`config.mk`:
```
export PLATFORM = sky130hd
export DESIGN_NAME = rv32_writeback_nret
export DESIGN_NICKNAME = d
export VERILOG_FILES = /design/src/rtl/rv32_wb_pkg.sv /design/src/rtl/rv32_wb_compact.sv /design/src/rtl/rv32_writeback_nret.sv
export SDC_FILE = /design/constraint.sdc
export NUM_CORES = 2
export LEC_CHECK = 0
export ABC_AREA = 1
export BUFFER_PORTS_ARGS = -buffer_cell sky130_fd_sc_hd__clkbuf_2
export CORE_AREA = 2 2 595 597
export DETAILED_ROUTE_END_ITERATION = 10
export DIE_AREA = 0 0 597 599
export GPL_TIMING_DRIVEN = 0
export PLACE_DENSITY = 0.3
export SETUP_SLACK_MARGIN = 0.05
export SLEW_MARGIN = 20
export SYNTH_ARGS = -nofsm -noshare
export SYNTH_HDL_FRONTEND = slang
export SYNTH_SLANG_ARGS = --single-unit
export TNS_END_PERCENT = 50
```
`constraint.sdc`:
```
create_clock -name clk -period 3.6 [get_ports clk]
set_input_delay 0.54 -clock clk [delete_from_list [all_inputs] [get_ports clk]]
set_output_delay 0.54 -clock clk [all_outputs]
set_load 0.05 [all_outputs]
```
`src/rtl/rv32_wb_pkg.sv`:
```
// Shared types for the multi-lane RV32 writeback/retire stage.
package rv32_wb_pkg;

   localparam int          NRET_MAX    = 4;
   localparam logic [1:0]  RVFI_MODE_M = 2'd3;

   typedef enum logic {RUN, HALTED} wb_state_e;

   typedef struct packed {
      logic        valid;
      logic [63:0] order;
      logic [31:0] insn;
      logic        trap;
      logic        halt;
      logic        intr;
      logic [1:0]  mode;
      logic [4:0]  rs1_addr;
      logic [4:0]  rs2_addr;
      logic [31:0] rs1_rdata;
      logic [31:0] rs2_rdata;
      logic [4:0]  rd_addr;
      logic [31:0] rd_wdata;
      logic [31:0] pc_rdata;
      logic [31:0] pc_wdata;
      logic [31:0] mem_addr;
      logic [3:0]  mem_rmask;
      logic [3:0]  mem_wmask;
      logic [31:0] mem_rdata;
      logic [31:0] mem_wdata;
   } rvfi_lane_t;

endpackage

```
`src/rtl/rv32_wb_compact.sv`:
```
// Packs live lanes in age order into the low RVFI slots and assigns their order numbers.
module rv32_wb_compact
   import rv32_wb_pkg::*;
#(
   parameter int NRET = 2,
   parameter int CW   = $clog2(NRET + 1)
) (
   input  logic [NRET-1:0]        live,
   input  rvfi_lane_t [NRET-1:0]  lanes_in,
   input  logic [63:0]            order_base,
   output rvfi_lane_t [NRET-1:0]  lanes_out,
   output logic [CW-1:0]          count
);

   int unsigned slot;

   // slot is the running popcount of older live lanes, i.e. each lane's packed position
   always_comb begin
      lanes_out = '0;
      slot      = 0;
      for (int unsigned k = 0; k < NRET; k++) begin
         if (live[k]) begin
            lanes_out[slot]       = lanes_in[k];
            lanes_out[slot].valid = 1'b1;
            lanes_out[slot].order = order_base + 64'(slot);
            slot                  = slot + 1;
         end
      end
      count = CW'(slot);
   end

endmodule

```
`src/rtl/rv32_writeback_nret.sv`:
```
// NRET-lane writeback/retire: RF write conflict resolution, compacted RVFI stream, instret and halt state.
module rv32_writeback_nret
   import rv32_wb_pkg::*;
#(
   parameter int NRET = 2,
   parameter int XLEN = 32
) (
   input  logic                 clk,
   input  logic                 reset,
   input  logic                 flush_in,
   input  logic [NRET-1:0]      valid_in,
   input  logic [NRET-1:0]      trap_in,
   input  logic [NRET-1:0]      halt_in,
   input  logic [NRET-1:0]      intr_in,
   input  logic [NRET*5-1:0]    rd_in,
   input  logic [NRET*5-1:0]    rs1_in,
   input  logic [NRET*5-1:0]    rs2_in,
   input  logic [NRET-1:0]      rd_write_in,
   input  logic [NRET*XLEN-1:0] rd_value_in,
   input  logic [NRET*XLEN-1:0] rs1_value_in,
   input  logic [NRET*XLEN-1:0] rs2_value_in,
   input  logic [NRET*XLEN-1:0] pc_in,
   input  logic [NRET*XLEN-1:0] next_pc_in,
   input  logic [NRET*XLEN-1:0] instr_in,
   input  logic [NRET*XLEN-1:0] mem_address_in,
   input  logic [NRET*XLEN-1:0] mem_read_value_in,
   input  logic [NRET*XLEN-1:0] mem_write_value_in,
   input  logic [NRET*4-1:0]    mem_read_mask_in,
   input  logic [NRET*4-1:0]    mem_write_mask_in,
   output logic [NRET-1:0]      rf_we_out,
   output logic [NRET*5-1:0]    rf_waddr_out,
   output logic [NRET*XLEN-1:0] rf_wdata_out,
   output logic [63:0]          instret_out,
   output logic                 halted_out,
   output logic [NRET-1:0]      rvfi_valid,
   output logic [NRET*64-1:0]   rvfi_order,
   output logic [NRET*32-1:0]   rvfi_insn,
   output logic [NRET-1:0]      rvfi_trap,
   output logic [NRET-1:0]      rvfi_halt,
   output logic [NRET-1:0]      rvfi_intr,
   output logic [NRET*2-1:0]    rvfi_mode,
   output logic [NRET*5-1:0]    rvfi_rs1_addr,
   output logic [NRET*5-1:0]    rvfi_rs2_addr,
   output logic [NRET*32-1:0]   rvfi_rs1_rdata,
   output logic [NRET*32-1:0]   rvfi_rs2_rdata,
   output logic [NRET*5-1:0]    rvfi_rd_addr,
   output logic [NRET*32-1:0]   rvfi_rd_wdata,
   output logic [NRET*32-1:0]   rvfi_pc_rdata,
   output logic [NRET*32-1:0]   rvfi_pc_wdata,
   output logic [NRET*32-1:0]   rvfi_mem_addr,
   output logic [NRET*4-1:0]    rvfi_mem_rmask,
   output logic [NRET*4-1:0]    rvfi_mem_wmask,
   output logic [NRET*32-1:0]   rvfi_mem_rdata,
   output logic [NRET*32-1:0]   rvfi_mem_wdata
);

   localparam int CW = $clog2(NRET + 1);

   wb_state_e             state, state_next;
   logic [NRET-1:0]       live, we_pre;
   logic                  halt_live;
   logic [CW-1:0]         live_cnt, ret_cnt;
   logic [63:0]           order_base, instret;
   rvfi_lane_t [NRET-1:0] lanes, packed_lanes, rvfi_q;

   // A live halting lane masks every younger lane of the same bundle
   always_comb begin
      live      = '0;
      ret_cnt   = '0;
      halt_live = 1'b0;
      for (int unsigned k = 0; k < NRET; k++) begin
         if (!flush_in && state == RUN && (valid_in[k] || trap_in[k]) && !halt_live) begin
            live[k] = 1'b1;
            if (valid_in[k] && !trap_in[k]) ret_cnt = ret_cnt + CW'(1);
            if (halt_in[k]) halt_live = 1'b1;
         end
      end
   end

   always_comb begin
      we_pre = '0;
      for (int unsigned k = 0; k < NRET; k++)
         we_pre[k] = live[k] && valid_in[k] && !trap_in[k] && rd_write_in[k] && (rd_in[k*5 +: 5] != '0);
   end

   always_comb begin
      rf_we_out = we_pre;
      for (int unsigned k = 0; k < NRET; k++)
         for (int unsigned j = k + 1; j < NRET; j++)
            if (we_pre[j] && rd_in[j*5 +: 5] == rd_in[k*5 +: 5]) rf_we_out[k] = 1'b0;
   end

   assign rf_waddr_out = rd_in;
   assign rf_wdata_out = rd_value_in;

   always_comb begin
      lanes = '0;
      for (int unsigned k = 0; k < NRET; k++) begin
         lanes[k].insn      = instr_in[k*XLEN +: XLEN];
         lanes[k].trap      = trap_in[k];
         lanes[k].halt      = halt_in[k];
         lanes[k].intr      = intr_in[k];
         lanes[k].mode      = RVFI_MODE_M;
         lanes[k].rs1_addr  = rs1_in[k*5 +: 5];
         lanes[k].rs2_addr  = rs2_in[k*5 +: 5];
         lanes[k].rs1_rdata = rs1_value_in[k*XLEN +: XLEN];
         lanes[k].rs2_rdata = rs2_value_in[k*XLEN +: XLEN];
         lanes[k].rd_addr   = rd_write_in[k] ? rd_in[k*5 +: 5] : 5'd0;
         lanes[k].rd_wdata  = (rd_write_in[k] && rd_in[k*5 +: 5] != '0) ? rd_value_in[k*XLEN +: XLEN] : '0;
         lanes[k].pc_rdata  = pc_in[k*XLEN +: XLEN];
         lanes[k].pc_wdata  = next_pc_in[k*XLEN +: XLEN];
         lanes[k].mem_addr  = mem_address_in[k*XLEN +: XLEN];
         lanes[k].mem_rmask = mem_read_mask_in[k*4 +: 4];
         lanes[k].mem_wmask = mem_write_mask_in[k*4 +: 4];
         lanes[k].mem_rdata = mem_read_value_in[k*XLEN +: XLEN];
         lanes[k].mem_wdata = mem_write_value_in[k*XLEN +: XLEN];
      end
   end

   rv32_wb_compact #(.NRET(NRET), .CW(CW)) u_compact (
      .live       (live),
      .lanes_in   (lanes),
      .order_base (order_base),
      .lanes_out  (packed_lanes),
      .count      (live_cnt)
   );

   always_comb begin
      state_next = state;
      if (state == RUN && halt_live) state_next = HALTED;
   end

   always_ff @(posedge clk or negedge reset) begin
      if (!reset) begin
         state      <= RUN;
         order_base <= '0;
         instret    <= '0;
         rvfi_q     <= '0;
      end else begin
         state      <= state_next;
         order_base <= order_base + 64'(live_cnt);
         instret    <= instret + 64'(ret_cnt);
         // Unused slots keep their previous payload; only valid is dropped
         for (int unsigned j = 0; j < NRET; j++) begin
            if (j < 32'(live_cnt)) rvfi_q[j] <= packed_lanes[j];
            else                   rvfi_q[j].valid <= 1'b0;
         end
      end
   end

   assign instret_out = instret;
   assign halted_out  = (state == HALTED);

   always_comb begin
      rvfi_valid = '0; rvfi_order = '0; rvfi_insn = '0; rvfi_trap = '0; rvfi_halt = '0;
      rvfi_intr = '0; rvfi_mode = '0; rvfi_rs1_addr = '0; rvfi_rs2_addr = '0;
      rvfi_rs1_rdata = '0; rvfi_rs2_rdata = '0; rvfi_rd_addr = '0; rvfi_rd_wdata = '0;
      rvfi_pc_rdata = '0; rvfi_pc_wdata = '0; rvfi_mem_addr = '0; rvfi_mem_rmask = '0;
      rvfi_mem_wmask = '0; rvfi_mem_rdata = '0; rvfi_mem_wdata = '0;
      for (int unsigned j = 0; j < NRET; j++) begin
         rvfi_valid[j]            = rvfi_q[j].valid;
         rvfi_order[j*64 +: 64]   = rvfi_q[j].order;
         rvfi_insn[j*32 +: 32]    = rvfi_q[j].insn;
         rvfi_trap[j]             = rvfi_q[j].trap;
         rvfi_halt[j]             = rvfi_q[j].halt;
         rvfi_intr[j]             = rvfi_q[j].intr;
         rvfi_mode[j*2 +: 2]      = rvfi_q[j].mode;
         rvfi_rs1_addr[j*5 +: 5]  = rvfi_q[j].rs1_addr;
         rvfi_rs2_addr[j*5 +: 5]  = rvfi_q[j].rs2_addr;
         rvfi_rs1_rdata[j*32 +: 32] = rvfi_q[j].rs1_rdata;
         rvfi_rs2_rdata[j*32 +: 32] = rvfi_q[j].rs2_rdata;
         rvfi_rd_addr[j*5 +: 5]   = rvfi_q[j].rd_addr;
         rvfi_rd_wdata[j*32 +: 32] = rvfi_q[j].rd_wdata;
         rvfi_pc_rdata[j*32 +: 32] = rvfi_q[j].pc_rdata;
         rvfi_pc_wdata[j*32 +: 32] = rvfi_q[j].pc_wdata;
         rvfi_mem_addr[j*32 +: 32] = rvfi_q[j].mem_addr;
         rvfi_mem_rmask[j*4 +: 4] = rvfi_q[j].mem_rmask;
         rvfi_mem_wmask[j*4 +: 4] = rvfi_q[j].mem_wmask;
         rvfi_mem_rdata[j*32 +: 32] = rvfi_q[j].mem_rdata;
         rvfi_mem_wdata[j*32 +: 32] = rvfi_q[j].mem_wdata;
      end
   end

endmodule

```
==> reports/metrics.cfg <==
[timing]
fmax_ghz=0.291
setup-violations-final=0
finClkSkew_ns=0.0348
tightest_slew_ns=1.06
maxSlewHeadroom_pct=29.2
slew_violations=0
fin_crit_sh_pct=95.4
grt_setup_unrepaired=true
tns_ns=0
hold_viol_final=0
period_minus_slack_ns=3.44

[cells_and_area]
final_cell_mix=clkbuf_2, nand2_1, dfrtp_1, nor2_1, dlygate4sd3_1
nNetsFinal=7611
utilization_pct=18.6
layout-drive-gt1-share_pct=30.8
syn_to_final_growth_pct=61.7
stdcell_area_sq_um=65400
mostFrequentLayoutCell=clkbuf_2

[setup_path]
path_depth=10
worst_path_max_delay_cell=a221oi_1
crit_chain=nor2_4 > o21ai_4 > clkbuf_2 > ha_2 > clkbuf_4 > clkbuf_4 > buf_16 > clkbuf_1 > a221oi_1 > nor2_1
r2r_cells=10
cp_max_fo=11
crit_arrival_ns=4.14
critPathLaunchType=register
cpPeakStageDelay_ns=0.66
crit_type=reg2reg
r2r-start=halted_out
critPathTopFamily=buffers and inverters
rr_endpoint=rvfi_rs2_rdata[21]
cp.required_ns=4.30
r2r_slack_ns=0.16
crit_buf_inv=5
cp-endpoint=rvfi_rs2_rdata[21]
startpoint=halted_out
crit_top_cell=clkbuf_4
critPathCaptureType=register

[yosys]
netlist_top_cells_area=dfrtp_1, nand2_1, nor2_1
synth_seq_area_share_pct=55.0
ys_ff_latch=889
synth.top_cell.area_share_pct=55.0
syn_area_per_cell_sq_um=8.65
syn_area_sq_um=40400
yosys_warnings=0
synth_top_area_cell=dfrtp_1
syn-num-nets=5321
synthCells=4674
synth_cell_types=43

[place]
port_buffers=1537
dp_hpwl_microns=286000
place_area_sq_um=54400
gp_congestion=0.955

[clocking]
cts_tree=yes
cts-root-buf=clkbuf_16
clk_latency_ns=0.84
h-tree-depth=4
cts_inserted_buffers=134
clk_pin_slew_ns=0.06
cts_buffer_depth=4
clock_sinks=889

[outcome]
outcome=complete, no violations

[global_routing]
grt_pass1_vias=45477
grt.total_usage_pct=18.4
antenna_found_initial=64
overflow=0
grt_pass1_wl_microns=441000
grt_max_degree=80

[floorplan]
start_util_pct=11.5
ios=1538
rows=218
die_h_microns=599
die-area_sq_um=358000
core_area_sq_um=351000
fp.dieW_microns=597

[detailed_routing]
wire_per_inst_microns=29.2
post_drt_via_cell_ratio=3.78
drcViolationCount=0
routed_wl_microns=342000
drt_first_pass_iters=5
num_vias=44202
ant_nets=0
drt_iter0_drc=3106

[power_and_ir_drop]
powerDensity_nw_per_um2=473
p_total_mw=30.9
vdd_drop_max_v=0.000278
p_leak_nw=32.8

[hold_path]
min_path_type=in2reg

[job]
maxCapViolations=0

==> report_power, final <==
part	total, mW	switching, mW	internal, mW	leakage [nW]
logic	5.76	4.33	1.44	19.0
clock network	14.1	5.79	8.27	2.20
registers	11.1	0.492	10.6	11.5
total	30.9	10.6	20.3	32.8
==> layout make-up <==
cell class	instances	area, sq um
inverters	189	733
flip-flops and latches	889	22200
plain buffers	330	1990
clock buffers	191	3920
diodes	26	65.1
clock inverters	42	562
multi-input cells	3264	15900
fillers	39721	286000
well taps	4620	5780
repair buffers	2156	14100
==> repair_timing <==
| item | 4_1_cts | 5_1_grt |
|---|---|---|
| hold buffers | 563 | 0 |
| hold endpoints to repair | 583 | 0 |
| resized for setup | 107 | 8 |
| gates cloned | 1 | 0 |
| endpoints found under the setup margin | 849 | 23 |
| pin swaps | 19 | 7 |
| setup buffers | 35 | 3 |
==> state kept, by name, indices dropped and copies added, names as in the netlist, 64 cells and up <==
signal	count
rvfi_rs2_rdata	64
rvfi_mem_addr	64
rvfi_insn	64
instret_out	64
rvfi_pc_rdata	64
rvfi_order	128
order_base	64
rvfi_mem_rdata	64
rvfi_pc_wdata	64
rvfi_rs1_rdata	64
rvfi_rd_wdata	64
rvfi_mem_wdata	64
==> how the worst min path moves through the flow <==
| stage | from | to | depth (start not counted) |
|---|---|---|---|
| 3_3_place_gp | rvfi_rs1_rdata[54] | rvfi_rs1_rdata[54] | 2 |
| 2_1_floorplan | reset | halted_out | 0 |
| 3_5_place_dp | rvfi_pc_rdata[35] | rvfi_pc_rdata[35] | 2 |
| 6_report | mem_write_value_in[46] | rvfi_mem_wdata[46] | 3 |
| 5_1_grt | rd_value_in[2] | rvfi_rd_wdata[2] | 3 |
| 4_1_cts | rd_value_in[2] | rvfi_rd_wdata[2] | 3 |
==> Yosys cell counts <==
| cell | instances |
|---|---|
| nand3_1 | 150 |
| a21oi_2 | 2 |
| nor2_4 | 10 |
| nand3b_1 | 2 |
| nor4_1 | 3 |
| xor2_1 | 125 |
| a221oi_1 | 277 |
| xnor2_1 | 30 |
| o21ai_1 | 8 |
| or2_2 | 6 |
| nand2_4 | 4 |
| nand3_2 | 4 |
| and3_1 | 1 |
| nor2_2 | 25 |
| nand2_1 | 1469 |
| buf_2 | 82 |
| o21ai_4 | 1 |
| nand2_2 | 11 |
| o211ai_1 | 1 |
| o21a_1 | 1 |
| o21bai_1 | 6 |
| a21oi_1 | 34 |
| o31ai_1 | 1 |
| o221ai_1 | 1 |
| nor3b_1 | 3 |
| buf_4 | 129 |
| and2_1 | 4 |
| dfrtp_1 | 889 |
| nor3_4 | 1 |
| clkbuf_1 | 102 |
| nor3_2 | 4 |
| nor3_1 | 30 |
| o21ai_0 | 111 |
| fa_1 | 2 |
| ha_1 | 10 |
| nand4_1 | 32 |
| buf_1 | 9 |
| inv_2 | 8 |
| o21ai_2 | 5 |
| nor2_1 | 839 |
| a31oi_1 | 51 |
| inv_1 | 181 |
| buf_6 | 10 |
==> through the flow <==
step	setup slack, ns	hold slack (ns)	std cells
floorplan	0.383	0.244	4674
global placement	-24.62	0.463	10831
detailed placement	-2.62	0.464	10848
CTS	0.0414	0.00117	11678
global route	-0.00674	0.0321	11690
finish	0.164	0.0743	11707
==> metal layers <==
metal / GRT usage (%) / part of all wire [%] / up-vias
met3: 6.27 / 8.7 / 431
met4: 5.96 / 3.7 / 12
met2: 29.3 / 45 / 1751
li1: - / - / 19789
met1: 23.2 / 43 / 22219
met5: 0 / 0.025 / -
==> cells by family (layout without fill, tap and decap cells) <==
group                    after synthesis  in the layout  share of synthesized area (%)
AND/OR/NAND/NOR                     2598           2598                           25.7
buffers and inverters                521           2908                           6.48
other                                  0             26                              0
adder cells (fa/ha/maj)               12             12                          0.409
flip-flops                           889            889                           55.0
XOR/XNOR                             155            155                           3.36
AO/OA/AOI/OAI                        499            499                           9.07
==> tightest hold or removal path, stage by stage <==
cell      delay, ns
clkbuf_2       0.10
nand2_1        0.14
nand2_1        0.09
Power figures use the tool's default switching activity.
